File: src/rtl/id_ex_elastic_reg.sv
// ID->EX pipeline register with valid/ready flow control and a two-entry skid buffer.
// The control and data buses are opaque, and control is masked to zero whenever no entry is presented.
module id_ex_elastic_reg #(
  parameter int unsigned CTRL_W     = 10,
  parameter int unsigned DATA_W     = 140,
  parameter bit          CLEAR_DATA = 1'b0
) (
  input  logic              clk,
  input  logic              rst,
  input  logic              flush,
  input  logic              in_valid,
  output logic              in_ready,
  input  logic [CTRL_W-1:0] in_ctrl,
  input  logic [DATA_W-1:0] in_data,
  output logic              out_valid,
  input  logic              out_ready,
  output logic [CTRL_W-1:0] out_ctrl,
  output logic [DATA_W-1:0] out_data,
  output logic [1:0]        occupancy
);

  typedef enum logic [1:0] {
    ST_EMPTY = 2'd0,
    ST_ONE   = 2'd1,
    ST_FULL  = 2'd2
  } state_e;

  state_e              state_q, state_d;
  logic [CTRL_W-1:0]   main_ctrl_q, main_ctrl_d;
  logic [DATA_W-1:0]   main_data_q, main_data_d;
  logic [CTRL_W-1:0]   skid_ctrl_q, skid_ctrl_d;
  logic [DATA_W-1:0]   skid_data_q, skid_data_d;
  logic                out_valid_q, out_valid_d;
  logic                in_ready_q, in_ready_d;
  logic [1:0]          occ_q, occ_d;
  logic                accept_s;
  logic                consume_s;

  assign accept_s  = in_valid & in_ready_q;
  assign consume_s = out_valid_q & out_ready;

  // Next-state and storage steering; flush overrides every transfer except the EX-side consume.
  always_comb begin
    state_d     = state_q;
    main_ctrl_d = main_ctrl_q;
    main_data_d = main_data_q;
    skid_ctrl_d = skid_ctrl_q;
    skid_data_d = skid_data_q;
    if (flush) begin
      state_d = ST_EMPTY;
    end else begin
      case (state_q)
        ST_EMPTY: begin
          if (accept_s) begin
            main_ctrl_d = in_ctrl;
            main_data_d = in_data;
            state_d     = ST_ONE;
          end else begin
            state_d = ST_EMPTY;
          end
        end
        ST_ONE: begin
          if (accept_s && consume_s) begin
            main_ctrl_d = in_ctrl;
            main_data_d = in_data;
            state_d     = ST_ONE;
          end else if (accept_s) begin
            skid_ctrl_d = in_ctrl;
            skid_data_d = in_data;
            state_d     = ST_FULL;
          end else if (consume_s) begin
            state_d = ST_EMPTY;
          end else begin
            state_d = ST_ONE;
          end
        end
        ST_FULL: begin
          // in_ready is low here, so the skid entry is the only possible source for main
          if (consume_s) begin
            main_ctrl_d = skid_ctrl_q;
            main_data_d = skid_data_q;
            state_d     = ST_ONE;
          end else begin
            state_d = ST_FULL;
          end
        end
        default: begin
          state_d = ST_EMPTY;
        end
      endcase
    end
  end

  // Handshake flags and count are decoded from the next state so they leave straight from flops.
  always_comb begin
    out_valid_d = (state_d != ST_EMPTY);
    in_ready_d  = (state_d != ST_FULL);
    case (state_d)
      ST_EMPTY: occ_d = 2'd0;
      ST_ONE:   occ_d = 2'd1;
      ST_FULL:  occ_d = 2'd2;
      default:  occ_d = 2'd0;
    endcase
  end

  // State and storage registers with asynchronous reset.
  always_ff @(posedge clk or posedge rst) begin
    if (rst) begin
      state_q     <= ST_EMPTY;
      main_ctrl_q <= {CTRL_W{1'b0}};
      main_data_q <= {DATA_W{1'b0}};
      skid_ctrl_q <= {CTRL_W{1'b0}};
      skid_data_q <= {DATA_W{1'b0}};
      out_valid_q <= 1'b0;
      in_ready_q  <= 1'b1;
      occ_q       <= 2'd0;
    end else begin
      state_q     <= state_d;
      main_ctrl_q <= main_ctrl_d;
      main_data_q <= main_data_d;
      skid_ctrl_q <= skid_ctrl_d;
      skid_data_q <= skid_data_d;
      out_valid_q <= out_valid_d;
      in_ready_q  <= in_ready_d;
      occ_q       <= occ_d;
    end
  end

  // Bubble masking: stale control must never reach EX, while stale data is optionally kept.
  always_comb begin
    if (out_valid_q) begin
      out_ctrl = main_ctrl_q;
    end else begin
      out_ctrl = {CTRL_W{1'b0}};
    end
    if (CLEAR_DATA && !out_valid_q) begin
      out_data = {DATA_W{1'b0}};
    end else begin
      out_data = main_data_q;
    end
  end

  assign out_valid = out_valid_q;
  assign in_ready  = in_ready_q;
  assign occupancy = occ_q;

endmodule

File: config.mk
export PLATFORM = sky130hd
export DESIGN_NAME = id_ex_elastic_reg
export DESIGN_NICKNAME = d
export VERILOG_FILES = /design/src/rtl/id_ex_elastic_reg.sv
export SDC_FILE = /design/constraint.sdc
export NUM_CORES = 1
export LEC_CHECK = 0
export BUFFER_PORTS_ARGS = -buffer_cell sky130_fd_sc_hd__buf_4
export CAP_MARGIN = 40
export CORE_UTILIZATION = 58
export CTS_CLUSTER_DIAMETER = 150
export DETAILED_ROUTE_END_ITERATION = 8
export PLACE_DENSITY = 0.85
export SYNTH_ARGS = -nofsm -noshare
export SYNTH_HDL_FRONTEND = slang
export SYNTH_SLANG_ARGS = --single-unit
File: constraint.sdc
create_clock -name clk -period 27.1 [get_ports clk]
set_input_delay 2.71 -clock clk [delete_from_list [all_inputs] [get_ports clk]]
set_output_delay 2.71 -clock clk [all_outputs]
set_load 0.05 [all_outputs]
==> out/results.ini, run 1 <==
[run_status]
status = completed

[timing]
clock.fmax_ghz = 0.195
rsz0062_at_grt = false
worstMarginPinSlew_ns = 0.888
period_share = 0.190
hold_violations = 0
maxSlewViolCount = 0
fin_skew_ns = 0.0235
fin_crit_ns = 5.14
relSlewSlack = 0.408
fin_setup_tns_ns = 0
setup_viol = 0

[finish]
fin_nets = 1302
design_area_um2 = 17000
final_cell_mix = buf_4 (315), mux2_2 (311), dfrtp_1 (305)
syn2layout_area_growth_pct = 27.0
drive_above_1_share = 0.591
n_antenna_cell = 0
final_common_cell = buf_4

[worst_setup_path]
setup.worst_path.class = in2reg
cp_data_required_time_ns = 27.53
cp-end-kind = flop
startpoint_type = input port
r2r_cells = 5
critPathLaunch = in_valid
reg2reg_to = skid_data_q[29]
crit_fanout = 65
cp_data_arrival_time_ns = 5.56
endpoint = skid_data_q[29]
r2r_slack_ns = 23.58
r2r-start = out_valid

[detailed_routing]
ant_nets = 0
drt_iter0_drc = 360
vias_per_cell = 5.50
vias = 7992
wl_per_cell_um = 19.5
drt-total-wl_um = 28400
drc_errors = 0
first_pass_iters = 4

[global_routing]
grt_pass1_wl_um = 46200
grt_pass1_vias = 8556
grt_start_max_net_pins = 117
grt_overflow = 0
antenna_found_initial = 0
grtUsageTotal = 0.246

[job]
drv_cap = 0

[cts]
clockBufferDepth = 3
cts_tree = built
root_buffer = clkbuf_16
cts_buffers = 31
cts_setup_buffers = 0
cts-hold-fix-buffers = 0
htreeDepth = 1
clkLatencyLatePin_ns = 0.56
cts.sinks = 306
clk_pin_slew_ns = 0.06
cts_resized = 0

[die]
fp-row-count = 55
fp.dieW_um = 154
die_area_um2 = 23600
start_util = 0.590
fp.dieH_um = 154
coreArea_um2 = 22600
ios = 309

[yosys]
syn-num-nets = 999
yosysTopAreaCell = dfrtp_1
synth_area_leaders = dfrtp_1 (57%), mux2_2 (26%), mux2_1 (12%), buf_6 (1.8%), buf_2 (1.0%)
synth.avg_cell_area_um2 = 15.8
synth_cell_types = 26
synthesis.area_um2 = 13400
ys_seq_elements = 306
synthCells = 843
yosys_warnings = 0
synth_top_area_share = 0.572
yosysSeqAreaShare = 0.574

[place]
dp_hpwl_um = 18700
placed_cell_area_um2 = 15900
io_buffers = 308
gp_congestion = 0.763

[power]
p_leak_nw = 7.65
ir_worst_vdd_mv = 0.0803
power.density_nw_per_um2 = 102

[hold_path]
hold_path.class = reg2reg

==> cell families after synthesis <==
group / count (synthesis) / synth area share
multiplexers: 450 / 0.379
AO/OA/AOI/OAI: 10 / 0.00534
AND/OR/NAND/NOR: 23 / 0.0112
adder cells (fa/ha/maj): 1 / 0.000937
buffers and inverters: 53 / 0.0295
flip-flops: 306 / 0.574
==> Yosys cell counts <==
master / count
nand3b_1: 2
a22o_1: 1
mux2_1: 139
mux2_2: 311
a21o_1: 2
inv_1: 2
and2_1: 12
o21ai_0: 1
buf_6: 21
a21boi_1: 1
ha_1: 1
a21oi_1: 3
o22ai_2: 1
nand4bb_1: 1
clkbuf_1: 2
nor2b_1: 2
nand3_1: 1
buf_2: 27
nand2_1: 2
and4_1: 1
buf_4: 1
o21bai_1: 1
and3_1: 1
nand4b_1: 1
dfstp_2: 1
dfrtp_1: 305
==> how the worst min path moves through the flow <==
| stage | cells after the start | to | slack (ns) | from |
|---|---|---|---|---|
| after floorplan | 1 | skid_ctrl_q[5] | 0.45 | skid_ctrl_q[5] |
| after global placement | 1 | skid_ctrl_q[9] | 0.46 | skid_ctrl_q[9] |
| after detailed placement | 1 | skid_data_q[59] | 0.47 | skid_data_q[59] |
| after CTS | 1 | skid_data_q[66] | 0.49 | skid_data_q[66] |
| after global routing | 1 | skid_ctrl_q[6] | 0.50 | skid_ctrl_q[6] |
| final | 1 | skid_data_q[68] | 0.48 | skid_data_q[68] |
==> state kept, by name, indices dropped and copies added, names as in the netlist <==
name	flops
skid_data_q	140
out_data	140
occupancy	2
state_q	2
in_ready	1
main_ctrl_q	10
skid_ctrl_q	10
out_valid	1
==> cell type report <==
class                           count  area (um^2)
Clock buffer                       46          962
Clock inverter                     10          129
Fill cell                        1445         5690
Inverter                            2         15.0
Multi-Input combinational cell    484         5320
Sequential cell                   306         7660
Tap cell                          285          357
Timing Repair Buffer              321         2510
==> through the flow <==
step / instances / utilization / setup slack, ns / power, W / hold slack [ns]
after floorplan: 843 / - / 15.93 / 0.00109 / 0.452
after global routing: 1454 / 0.749 / 21.78 / 0.00179 / 0.499
after global placement: 1393 / 0.695 / 21.41 / 0.00126 / 0.462
after CTS: 1454 / 0.749 / 21.97 / 0.00173 / 0.485
final: 1454 / 0.749 / 21.96 / 0.00172 / 0.484
after detailed placement: 1398 / 0.701 / 21.39 / 0.00128 / 0.471
==> critical path, cell delays in order <==
cell,delay (ns)
buf_4,0.09
and2_1,0.16
and4_4,0.59
buf_4,0.69
buf_4,0.80
mux2_2,0.42
==> layer usage <==
metal / wire length (um) / global-route usage / vias up / part of all wire
met3: 2100 / 0.0764 / 62 / 0.074
li1: - / - / 3639 / -
met5: 0 / 0 / - / 0
met2: 13700 / 0.406 / 248 / 0.48
met4: 866 / 0.0757 / 0 / 0.031
met1: 11700 / 0.312 / 4043 / 0.41
==> power by group <==
group | switching, W | total [W] | internal [W] | leakage, nW
sequential | 0.0000818 | 0.000696 | 0.000614 | 3.66
combinational | 0.000347 | 0.000579 | 0.000232 | 3.44
clock | 0.000174 | 0.000446 | 0.000272 | 0.548
total | 0.000602 | 0.00172 | 0.00112 | 7.65
Note: power is estimated with default switching activity, not from simulation.
==> run 2, diff against run 1 <==
- CORE_UTILIZATION: 58 -> 54
- PLACE_DENSITY: 0.85 -> 0.8
- clock period: 27.1 -> 5.4 ns (I/O delays scaled with it)
==> run 2 against run 1 <==
- global-route usage fell by 2.3 points
- utilization fell by 4.3 points
- first-iteration DRC count fell by 3.6%
- final cell count is 3.0% higher
- total power rose to 5.2 times the previous value
- sequential share of layout area fell by 0.55 points
- clock-buffer cell count increased by 5
- flip-flop and latch count stayed put
- critical path depth decreased by 1
- clock skew fell by 0.011 ns
- worst hold slack lost 0.24 ns
- highest routed layer unchanged
==> out/results.ini, run 2 (synthesis gave the netlist of run 1 again) <==
[run_status]
status = completed

[timing]
fin_setup_tns_ns = 0
hold_violations = 0
worstMarginPinSlew_ns = 0.957
period_share = 0.498
fin_hold_ws_ns = 0.247
relSlewSlack = 0.362
maxSlewViolCount = 0
fin_crit_ns = 2.69
fin_skew_ns = 0.0122
setup_viol = 0
rsz0062_at_grt = false
clock.fmax_ghz = 0.372

[finish]
final_common_cell = buf_4
final_cell_mix = buf_4 (313), mux2_2 (311), dfrtp_1 (305)
regArea_um2 = 7660
syn2layout_area_growth_pct = 28.5
multi_input_area_um2 = 5320
fin_nets = 1303
utilization = 0.706
n_fill_cell = 1689
drive_above_1_share = 0.591

[cts]
cts_resized = 0
cts-hold-fix-buffers = 0
cts.sinks = 306
root_buffer = clkbuf_16
clkLatencyLatePin_ns = 0.50
htreeDepth = 2
clockBufferDepth = 3
cts_buffers = 34
cts_setup_buffers = 0
clk_pin_slew_ns = 0.06
cts_tree = built

[hold_path]
hold_path.class = in2async

[place]
gp_congestion = 0.767
dp_hpwl_um = 18100
io_buffers = 308

[global_routing]
grtUsageTotal = 0.224
grt_overflow = 0
grt_start_max_net_pins = 165
grt_pass1_vias = 8444
antenna_found_initial = 1
grt_pass1_wl_um = 45300

[worst_setup_path]
r2r_cells = 5
crit_fanout = 55
setup.worst_path.class = reg2reg
startpoint_type = flop
cp_data_arrival_time_ns = 3.07
cp_data_required_time_ns = 5.78
cp-end-kind = flop

[power]
ir_worst_vdd_mv = 0.449
p_leak_nw = 7.72
power.density_nw_per_um2 = 521

[die]
fp-row-count = 57
start_util = 0.549
ios = 309
die_area_um2 = 25400
coreArea_um2 = 24300
fp.dieH_um = 159
fp.dieW_um = 159

[detailed_routing]
drt_iter0_drc = 347
first_pass_iters = 4
ant_nets = 0
drc_errors = 0
vias_per_cell = 5.29
vias = 7917
wl_per_cell_um = 18.7
drt-total-wl_um = 28100

[job]
drv_cap = 0

## run 2: cell count changes in the layout (fill, tap and decap cells not counted), moves of 2 or more
| cell | previous run | this run |
|---|---|---|
| clkbuf_1 | 2 | 4 |
| buf_12 | 2 | 4 |
| bufinv_16 | 3 | 6 |
| buf_4 | 315 | 313 |
| clkbuf_16 | 31 | 37 |
| buf_16 | 4 | 2 |
| clkbuf_8 | 13 | 10 |
## run 2: cell type report
cell class,instances,share of cell area
timing repair buffer,319,0.145
antenna,1,0.000146
sequential,306,0.446
clock buffer,51,0.0628
multi-input combinational,484,0.310
clock inverter,11,0.0120
tap,324,0.0236
inverter,2,0.000656
## run 2: routing by layer
| metal | vias up | track usage | share of wire |
|---|---|---|---|
| met5 | - | 0 | 0 |
| met3 | 44 | 0.0750 | 0.080 |
| met2 | 241 | 0.365 | 0.48 |
| met1 | 3995 | 0.281 | 0.41 |
| li1 | 3637 | - | - |
| met4 | 0 | 0.0726 | 0.024 |
## run 2: stage by stage
step	area, um^2	std cells	worst slack (ns)	power [W]
6_report	17200	1498	2.71	0.00894
3_3_place_gp	15800	1433	2.53	0.00630
5_1_grt	17200	1498	2.48	0.00934
4_1_cts	17200	1497	2.70	0.00903
2_1_floorplan	13400	843	0.790	0.00549
3_5_place_dp	15900	1435	2.61	0.00641
## run 2: worst paths after layout
check / to / slack [ns] / from
worst max register to register: out_data[76] / 2.71 / out_valid
min in group clk: state_q[0] / 0.25 / flush
max in group asynchronous: skid_data_q[9] / 4.37 / rst
worst min-delay path: skid_data_q[133] / 0.25 / rst
worst min register to register: skid_data_q[39] / 0.48 / skid_data_q[39]
worst max-delay path: out_data[76] / 2.71 / out_valid
## run 2: worst max-delay path, cell delays in order (launching register included)
cell,delay [ns]
dfrtp_1,0.58
nand4b_1,0.28
o22ai_4,0.19
buf_4,0.37
buf_4,0.66
mux2_2,0.41
## run 2: power breakdown
group          switching (W)  internal, W
Sequential          0.000394      0.00308
Combinational        0.00173      0.00116
Clock               0.000906      0.00167
